`config.mk`:
```
export PLATFORM = sky130hd
export DESIGN_NAME = bloom_scan_ctrl_flat
export DESIGN_NICKNAME = d
export VERILOG_FILES = /design/src/rtl/bloom_scan_ctrl_if.sv /design/src/rtl/bloom_scan_ctrl.sv /design/src/flat_wrapper.sv
export SDC_FILE = /design/constraint.sdc
export NUM_CORES = 1
export LEC_CHECK = 0
export BUFFER_PORTS_ARGS = -buffer_cell sky130_fd_sc_hd__buf_2
export CORE_MARGIN = 2
export CORE_UTILIZATION = 43
export CTS_CLUSTER_DIAMETER = 40
export CTS_CLUSTER_SIZE = 14
export DETAILED_ROUTE_END_ITERATION = 12
export GPL_TIMING_DRIVEN = 1
export SLEW_MARGIN = 20
export SYNTH_ARGS = -nofsm -noshare
export SYNTH_HDL_FRONTEND = slang
export SYNTH_SLANG_ARGS = --single-unit
```
`constraint.sdc`:
```
create_clock -name clk -period 6.11 [get_ports clk]
set_input_delay 0.3055 -clock clk [delete_from_list [all_inputs] [get_ports clk]]
set_output_delay 0.3055 -clock clk [all_outputs]
set_load 0.03 [all_outputs]
```
`src/rtl/bloom_scan_ctrl_if.sv`:
```
// -----------------------------------------------------------------------------
// bloom_scan_ctrl_if
// Bundles every signal between the scan controller, the FTL request logic and
// the page comparator block. The clock and reset stay outside the bundle.
//
// Signals:
//   start_valid / start_ready   scan request handshake
//   abort                       cancel a running scan
//   blk_idx, cmp_req            block selection and one-cycle compare strobe
//   match_valid, match_vec      per-page match result for the outstanding compare
//   res_arr, res_cnt            compacted global page numbers and their count
//   done, err, done_ack         completion, timeout flag, consumer acknowledge
//
// Modports:
//   slave   the controller's view
//   master  the view of the surrounding logic (requester, comparator, consumer)
// -----------------------------------------------------------------------------
interface bloom_scan_ctrl_if #(
   parameter int NOB        = 3,
   parameter int PPB        = 8,
   parameter int NOP_WIDTH  = 5,
   parameter int BIDX_WIDTH = 2
);
   logic                          start_valid;
   logic                          start_ready;
   logic                          abort;
   logic [BIDX_WIDTH-1:0]         blk_idx;
   logic                          cmp_req;
   logic                          match_valid;
   logic [PPB-1:0]                match_vec;
   logic [NOP_WIDTH*NOB*PPB-1:0]  res_arr;
   logic [NOP_WIDTH-1:0]          res_cnt;
   logic                          done;
   logic                          err;
   logic                          done_ack;

   modport slave (
      input  start_valid, abort, match_valid, match_vec, done_ack,
      output start_ready, blk_idx, cmp_req, res_arr, res_cnt, done, err
   );

   modport master (
      output start_valid, abort, match_valid, match_vec, done_ack,
      input  start_ready, blk_idx, cmp_req, res_arr, res_cnt, done, err
   );
endinterface

```
`src/rtl/bloom_scan_ctrl.sv`:
```
// -----------------------------------------------------------------------------
// bloom_scan_ctrl
// Sequencer for the block-serial bit-pattern comparison datapath. A scan
// request steps the block index through all NOB blocks, issues one compare
// per block, and compacts the global page numbers of every matching page, in
// ascending order, into res_arr with the count in res_cnt.
//
// Ports:
//   clk   clock, rising edge
//   rst   asynchronous reset, active-low
//   bus   bloom_scan_ctrl_if.slave (handshake, compare strobe, results)
//
// Parameters:
//   NOB         blocks per scan
//   PPB         pages per block
//   NOP_WIDTH   width of one global page number (2^NOP_WIDTH >= NOB*PPB)
//   BIDX_WIDTH  block index width
//   TIMEOUT     WAIT cycles without match_valid before the error exit
// -----------------------------------------------------------------------------
module bloom_scan_ctrl #(
   parameter int NOB        = 3,
   parameter int PPB        = 8,
   parameter int NOP_WIDTH  = 5,
   parameter int BIDX_WIDTH = 2,
   parameter int TIMEOUT    = 15
) (
   input  logic                  clk,
   input  logic                  rst,
   bloom_scan_ctrl_if.slave      bus
);

   localparam int NENT  = NOB * PPB;
   localparam int RES_W = NOP_WIDTH * NENT;
   localparam int TMO_W = $clog2(TIMEOUT + 1);

   localparam logic [BIDX_WIDTH-1:0] LAST_BLK = BIDX_WIDTH'(NOB - 1);
   localparam logic [TMO_W-1:0]      TMO_LAST = TMO_W'(TIMEOUT - 1);

   typedef enum logic [1:0] {IDLE, ISSUE, WAIT, DONE} state_t;

   state_t                 state, state_nx;
   logic [BIDX_WIDTH-1:0]  blk_idx, blk_nx;
   logic [RES_W-1:0]       res_arr, arr_nx, arr_merged;
   logic [NOP_WIDTH-1:0]   res_cnt, cnt_nx, cnt_merged;
   logic                   err, err_nx;
   logic [TMO_W-1:0]       tmo_cnt, tmo_nx;
   int                     slot;

   // Global page number of page j in block b; fits NOP_WIDTH by construction.
   function automatic logic [NOP_WIDTH-1:0] page_num(input logic [BIDX_WIDTH-1:0] b,
                                                     input int j);
      return NOP_WIDTH'(int'(b) * PPB + j);
   endfunction

   // Compaction: each set bit of match_vec, in ascending page order, lands in
   // the next free slot after the entries already collected. Slots are matched
   // against constant entry indices so every write is a fixed-position select.
   always_comb begin
      arr_merged = res_arr;
      slot       = int'(res_cnt);
      for (int j = 0; j < PPB; j++) begin
         if (bus.match_vec[j]) begin
            for (int k = 0; k < NENT; k++) begin
               if (k == slot) begin
                  arr_merged[NOP_WIDTH*k +: NOP_WIDTH] = page_num(blk_idx, j);
               end
            end
            slot = slot + 1;
         end
      end
      cnt_merged = NOP_WIDTH'(slot);
   end

   always_ff @(posedge clk or negedge rst) begin
      if (!rst) begin
         state   <= IDLE;
         blk_idx <= '0;
         res_arr <= '0;
         res_cnt <= '0;
         err     <= 1'b0;
         tmo_cnt <= '0;
      end else begin
         state   <= state_nx;
         blk_idx <= blk_nx;
         res_arr <= arr_nx;
         res_cnt <= cnt_nx;
         err     <= err_nx;
         tmo_cnt <= tmo_nx;
      end
   end

   always_comb begin
      state_nx        = state;
      blk_nx          = blk_idx;
      arr_nx          = res_arr;
      cnt_nx          = res_cnt;
      err_nx          = err;
      tmo_nx          = tmo_cnt;
      bus.start_ready = 1'b0;
      bus.cmp_req     = 1'b0;
      bus.done        = 1'b0;

      case (state)
         IDLE: begin
            bus.start_ready = 1'b1;
            if (bus.start_valid) begin
               arr_nx   = '0;
               cnt_nx   = '0;
               blk_nx   = '0;
               err_nx   = 1'b0;
               state_nx = ISSUE;
            end
         end

         ISSUE: begin
            bus.cmp_req = 1'b1;
            tmo_nx      = '0;
            if (bus.abort) begin
               arr_nx   = '0;
               cnt_nx   = '0;
               blk_nx   = '0;
               state_nx = IDLE;
            end else begin
               state_nx = WAIT;
            end
         end

         WAIT: begin
            // abort wins over a simultaneous match_valid
            if (bus.abort) begin
               arr_nx   = '0;
               cnt_nx   = '0;
               blk_nx   = '0;
               state_nx = IDLE;
            end else if (bus.match_valid) begin
               arr_nx = arr_merged;
               cnt_nx = cnt_merged;
               if (blk_idx == LAST_BLK) begin
                  state_nx = DONE;
               end else begin
                  blk_nx   = blk_idx + BIDX_WIDTH'(1);
                  state_nx = ISSUE;
               end
            end else if (tmo_cnt == TMO_LAST) begin
               // this WAIT cycle is the TIMEOUT-th without a response
               err_nx   = 1'b1;
               state_nx = DONE;
            end else begin
               tmo_nx = tmo_cnt + TMO_W'(1);
            end
         end

         DONE: begin
            bus.done = 1'b1;
            if (bus.done_ack) begin
               state_nx = IDLE;
            end
         end

         default: begin
            state_nx = IDLE;
         end
      endcase
   end

   assign bus.blk_idx = blk_idx;
   assign bus.res_arr = res_arr;
   assign bus.res_cnt = res_cnt;
   assign bus.err     = err;

endmodule
```
`src/flat_wrapper.sv`:
```
// flat-port wrapper written by rule: the top's interface ports become plain ports
module bloom_scan_ctrl_flat 
#(
   parameter int NOB        = 3,
   parameter int PPB        = 8,
   parameter int NOP_WIDTH  = 5,
   parameter int BIDX_WIDTH = 2,
   parameter int TIMEOUT    = 15
)
  (clk, rst, bus_start_valid, bus_abort, bus_match_valid, bus_match_vec, bus_done_ack, bus_start_ready, bus_blk_idx, bus_cmp_req, bus_res_arr, bus_res_cnt, bus_done, bus_err);
  bloom_scan_ctrl_if #(.NOB(NOB), .PPB(PPB), .NOP_WIDTH(NOP_WIDTH), .BIDX_WIDTH(BIDX_WIDTH)) bus_i ();
  input  logic clk;
  input  logic rst;
  input wire logic [$bits(bus_i.start_valid)-1:0] bus_start_valid;
  input wire logic [$bits(bus_i.abort)-1:0] bus_abort;
  input wire logic [$bits(bus_i.match_valid)-1:0] bus_match_valid;
  input wire logic [$bits(bus_i.match_vec)-1:0] bus_match_vec;
  input wire logic [$bits(bus_i.done_ack)-1:0] bus_done_ack;
  output wire logic [$bits(bus_i.start_ready)-1:0] bus_start_ready;
  output wire logic [$bits(bus_i.blk_idx)-1:0] bus_blk_idx;
  output wire logic [$bits(bus_i.cmp_req)-1:0] bus_cmp_req;
  output wire logic [$bits(bus_i.res_arr)-1:0] bus_res_arr;
  output wire logic [$bits(bus_i.res_cnt)-1:0] bus_res_cnt;
  output wire logic [$bits(bus_i.done)-1:0] bus_done;
  output wire logic [$bits(bus_i.err)-1:0] bus_err;
  assign bus_i.start_valid = bus_start_valid;
  assign bus_i.abort = bus_abort;
  assign bus_i.match_valid = bus_match_valid;
  assign bus_i.match_vec = bus_match_vec;
  assign bus_i.done_ack = bus_done_ack;
  assign bus_start_ready = bus_i.start_ready;
  assign bus_blk_idx = bus_i.blk_idx;
  assign bus_cmp_req = bus_i.cmp_req;
  assign bus_res_arr = bus_i.res_arr;
  assign bus_res_cnt = bus_i.res_cnt;
  assign bus_done = bus_i.done;
  assign bus_err = bus_i.err;
  bloom_scan_ctrl #(.NOB(NOB), .PPB(PPB), .NOP_WIDTH(NOP_WIDTH), .BIDX_WIDTH(BIDX_WIDTH), .TIMEOUT(TIMEOUT)) u_core (.clk(clk), .rst(rst), .bus(bus_i));
endmodule
```
# == After elaboration in Yosys (flattened, before gate mapping) ==
# Cells that the tools add are included.
# W data, S select, Z words.
# word_totals
reg_bits,134
input_bits,14
out_inout_bits,131
word_cells,483
# op_classes
n_addsub,17
n_eq_ne,199
n_mux,244
n_reduce_logical,17
# op_table
op,n
$eq A5 B32 Y1 const A,56
$eq A6 B32 Y1 const A,56
$mux W120,12
$mux W5,197
$eq A4 B32 Y1 const A,28
$eq A3 B32 Y1 const A,14
$pmux W120 S3,1
$eq A2 B32 Y1 const A,7
$logic_not A32 Y1,7
$mux W32,7
$add A32 B2 Y32 const B,6
$eq A5 B5 Y1 const A,16
$mux W2,12
$add A5 B3 Y5 const B,4
$eq A4 B5 Y1 const A,4
$add A5 B2 Y5 const B,3
$pmux W5 S3,1
$mux W4,3
$ne A2 B2 Y1 const B,6
$eq A3 B5 Y1 const A,2
$reduce_and A5 Y1,2
$pmux W2 S4,1
$pmux W4 S2,1
$reduce_and A4 Y1,2
19 further kinds,29

# == Depth between registers and ports, before layout ==
# logic_depth
depth_word,20
depth_mapped,29
mapped_depth_nobuf,28

# == Worst setup path before layout ==
# No wires, ideal clock.
# synth_timing
kind,register to register
start,"reg u_core.res_cnt[0], in the netlist u_core.bus.res_cnt[0]"
end,"reg u_core.res_arr[109], in the netlist u_core.bus.res_arr[109]"
setup_time_ps,121
t_arrival_ps,6578
required_ps,5989
path_slack_ps,-589
stages_incl_launch_ff,28
path_buffers,1
period_less_slack_ps,6699
path_cell_list,dfrtp_1 -> buf_6 -> inv_1 -> ha_1 -> mux2_4 -> ha_1 -> nand2b_1 -> o21ai_1 -> inv_1 -> ha_1 -> nand2_1 -> o21ai_0 -> ha_1 -> nand2_1 -> o311ai_1 -> ha_1 -> mux2_2 -> ha_1 -> and2_1 -> xnor2_1 -> xnor2_1 -> nand4_1 -> a2bb2oi_1 -> o211ai_1 -> o311a_4 -> nor4_2 -> or4b_2 -> a22o_1
# synth_via
elab_chain_len,20
elab_cells_between_ends,41
cone_classes,add/sub: 7; eq/ne: 8; mux: 26
# synth_lines
element,line,text
from (decl),bloom_scan_ctrl.sv:44,"logic [NOP_WIDTH-1:0] res_cnt, cnt_nx, cnt_merged;"
from (signal assigned),bloom_scan_ctrl.sv:86,res_cnt <= cnt_nx;
$add A5 B1 Y6 / $eq A5 B5 Y1 (equally long branches),"bloom_scan_ctrl.sv:68, bloom_scan_ctrl.sv:64",
$mux W32 / $mux W5 (equally long branches),"bloom_scan_ctrl.sv:62, bloom_scan_ctrl.sv:64",
"$add A32 B2 Y32, or another cell as far along",bloom_scan_ctrl.sv:68,slot = slot + 1;
$mux W32 / $mux W5 (equally long branches),"bloom_scan_ctrl.sv:62, bloom_scan_ctrl.sv:64",
"$add A32 B2 Y32, or another cell as far along",bloom_scan_ctrl.sv:68,
$mux W32 / $mux W5 (equally long branches),"bloom_scan_ctrl.sv:62, bloom_scan_ctrl.sv:64",
"$add A32 B2 Y32, or another cell as far along",bloom_scan_ctrl.sv:68,
$mux W32 / $mux W5 (equally long branches),"bloom_scan_ctrl.sv:62, bloom_scan_ctrl.sv:64",
[... 4 more ...],--,
"$add A32 B2 Y32, or another cell as far along",bloom_scan_ctrl.sv:68,
$mux W32 / $mux W5 (equally long branches),"bloom_scan_ctrl.sv:62, bloom_scan_ctrl.sv:64",
$eq A6 B32 Y1 / $mux W120 (equally long branches),"bloom_scan_ctrl.sv:64, bloom_scan_ctrl.sv:62",
$mux W5,bloom_scan_ctrl.sv:64,if (k == slot) begin
$mux W120 (*),bloom_scan_ctrl.sv:62,if (bus.match_vec[j]) begin
$mux W120 (*),bloom_scan_ctrl.sv:135,end else if (bus.match_valid) begin
$mux W120 (*),bloom_scan_ctrl.sv:130,if (bus.abort) begin
$pmux W120 S3 (*),bloom_scan_ctrl.sv:103,case (state)
to (signal assigned),bloom_scan_ctrl.sv:85,res_arr <= arr_nx;
to (decl),bloom_scan_ctrl.sv:43,"logic [RES_W-1:0] res_arr, arr_nx, arr_merged;"
# Every way passes the cells marked *; elsewhere a longest branch is shown, timed or not. The select of a mux whose other input is x is not followed.
# A chain may end at the register's enable or synchronous reset.

# == Final worst setup path ==
# layout_timing
start,"reg u_core.res_cnt[0], in the netlist u_core.bus.res_cnt[0]"
end,"reg u_core.res_arr[98], in the netlist u_core.bus.res_arr[98]"
# Same word-level chain as after synthesis.

==> flow_summary_export.csv <==
group,metric,value,unit
synth,yosysTopAreaCellShare,31.2,%
sta,final-max-slew-violation-count,0,
cts,ctsRootBufferMaster,"clkbuf_16",
die,rows,57,
place,dp_cells,1825,
cts,cts_sinks,134,
cts,clk-insertion-delay-late,0.43,ns
sta,period_needed,5.89,ns
synth,synth.area.top_cells,"dfrtp_1, nand2_1, o21ai_0, nor2_1, ha_1",
worst_setup_path,cp-end-kind,"flip-flop",
sta,whs,0.169,ns
die,core,24400,um^2
cts,cts_buffer_depth,2,
sta,fin_skew,0.00795,ns
cts,cts_made_buffers,17,
synth,synth-edff-count,0,
sta,period_share,96.4,%
power,ir_worst_vdd,305,uV
sta,maxSlewHeadroom,30.3,%
detailed_routing,viasPerCell,6.33,
grt,grt_pass1_wl,68.7,mm
sta,rsz0062_at_grt,"no",
worst_setup_path,start_kind,"flip-flop",
synth,synth_area_per_cell,7.92,um^2
detailed_routing,dr_total_vias,11800,
min_path,hp-class,"in2reg",
sta,hold_viol,0,
grt,grt.total_usage,34.7,%
synth,async_flop_share,100,%
place,pre_cts_slack,0.00340,ns
place,dp_hpwl,34.5,mm
layout,fin_nets,1576,
die,die_h,162,um
cts,cts_tree,"yes",
power,leakagePower,6.08,nW
detailed_routing,wl_per_cell,24.9,um
detailed_routing,detail_route.first_pass.iterations,6,
power,power,5.11,mW
synth,synth_commonest_cells,"nand2_1, dfrtp_1, nor2_1, o21ai_0, a21oi_1",
grt,grt_pass1_vias,11000,
die,io-pin-count,145,
synth,ys_types,91,
worst_setup_path,worstSetupPathType,"reg2reg",
die,die_w,162,um
cts,htree_levels,4,
die,die-area,26200,um^2
detailed_routing,routed_wl,46.3,mm
sta,fin_ws,0.221,ns
layout,drive_gt1_share,23.1,%
synth,synth_top_cell_by_area,"dfrtp_1",
synth,syn_nets,1406,
grt,overflow,0,
synth,ys_seq_area_share,31.2,%
job,drv_cap,0,
layout,area_growth,22.3,%
sta,max_freq,170,MHz
layout,antenna_cells,0,
worst_setup_path,critical-path-top-delay-family,"simple AND/OR/NAND/NOR gates",
place,port-buffer-count,144,
worst_setup_path,crit_buf_inv,2,
worst_setup_path,critPathMaxFanout,8,
cts,clk_pin_slew,0.07,ns
power,power_density,389,nW/um^2
worst_setup_path,cp_common_cell,"ha_1",
sta,setup_violations,0,
synth,yosys_register_bits,134,
worst_setup_path,cp.arrival,6.21,ns
place,routabilityCongestion,1.00,
grt,antenna_found_initial,2,
layout,final_util,53.8,%
sta,tightest_slew,1.04,ns
worst_setup_path,crit_slowest_cell,"or4_4",
synth,ys_warn_count,0,
die,initial_core_util,44.0,%
run_status,outcome,"completed",
worst_setup_path,max_stage_delay,0.48,ns
synth,syn_inst,1356,
synth,synthesis.area,10700,um^2
detailed_routing,drc,0,
detailed_routing,drt_iter0_markers,1302,
synth,yosys_most_used_dff,"dfrtp_1",
layout,layoutNonFillerInstCount,1863,
detailed_routing,ant_nets,0,
synth,synth_most_common_cell,"nand2_1",
worst_setup_path,critical_path_required,6.43,ns
grt,grt_max_degree,84,
routing by layer:
layer	part of all wire, %	global-route usage, %
met5	0.024	0
met4	4.7	15.2
met3	9.0	6.15
met2	44	53.5
met1	43	48.0
placed cells by master (no fill, tap or decap), types with 9 or more instances in the layout:
master     count
clkbuf_16     17
a21oi_1       85
a21boi_0       9
ha_1          33
xnor2_1       14
a22o_1        34
buf_4         81
o2bb2ai_1     28
o41ai_1       10
o31ai_1       12
o211ai_1      12
nor3_1        39
nand3_1       56
nand4_1       13
o22ai_1       68
and2_1        14
inv_1         40
nand3b_1      16
nor2_1       131
nand2_1      175
or3_1         10
a21o_1         9
nor2b_1        9
o21ai_0      128
buf_2        143
dfrtp_1      132
and3_1        14
kinds of logic (layout without fill, tap and decap cells):
family | after synthesis | count (layout) | share of synthesized area (%)
buffers and inverters | 120 | 303 | 4.58
muxes | 8 | 8 | 0.944
and+or+nand+nor | 540 | 540 | 24.3
adders and majority gates | 36 | 36 | 4.20
DFF | 134 | 134 | 31.2
xor gates and xnor gates | 38 | 38 | 4.86
AOI/OAI and AO/OA | 480 | 480 | 29.9
layout make-up:
type | count | area [um^2]
sequential | 134 | 3360
fill | 2354 | 11300
tap | 324 | 405
inverter | 44 | 165
clock inverter | 14 | 164
clock buffer | 18 | 439
multi-input combinational | 1102 | 7240
timing repair buffer | 227 | 1360
worst min-delay path: stages:
cell and delay [ns]:
buf_2 0.09, nand3b_1 0.09, o21ai_0 0.07
power by group:
group          internal [mW]  switching (mW)
clock network          0.626           0.484
logic                  0.984            2.03
registers              0.930          0.0569
sequential cells by signal, indices dropped and copies added (netlist names):
name                flops
u_core.bus.blk_idx      2
u_core.bus.err          1
u_core.bus.res_arr    120
u_core.bus.res_cnt      5
u_core.state            2
u_core.tmo_cnt          4
per-stage QoR:
stage / cell area, um^2 / TNS [ns]
CTS: 12900 / 0
finish: 13100 / 0
global route: 13100 / 0
global placement: 12300 / 0
floorplan: 10900 / -0.282
detailed placement: 12300 / 0
worst paths after layout:
check | cells after the start | start | end | slack, ns
worst max register to register | 25 | u_core.bus.res_cnt[0]$_DFFE_PN0P_ | u_core.bus.res_arr[98]$_DFFE_PN0P_ | 0.22
min in group asynchronous | 2 | rst | u_core.bus.res_arr[44]$_DFFE_PN0P_ | 0.50
worst min register to register | 2 | u_core.bus.res_arr[62]$_DFFE_PN0P_ | u_core.bus.res_arr[62]$_DFFE_PN0P_ | 0.47
worst max-delay path | 25 | u_core.bus.res_cnt[0]$_DFFE_PN0P_ | u_core.bus.res_arr[98]$_DFFE_PN0P_ | 0.22
max in group asynchronous | 3 | rst | u_core.bus.res_arr[100]$_DFFE_PN0P_ | 4.38
worst min-delay path | 3 | bus_done_ack | u_core.state[0]$_DFFE_PN0P_ | 0.17
timing repair:
action	CTS	global route
hold buffers	1	0
setup endpoints to repair	2	98
hold endpoints to repair	42	0
buffers inserted	0	5
resized for setup	1	34
pin swaps	0	11
(Power assumes the default switching activity.)
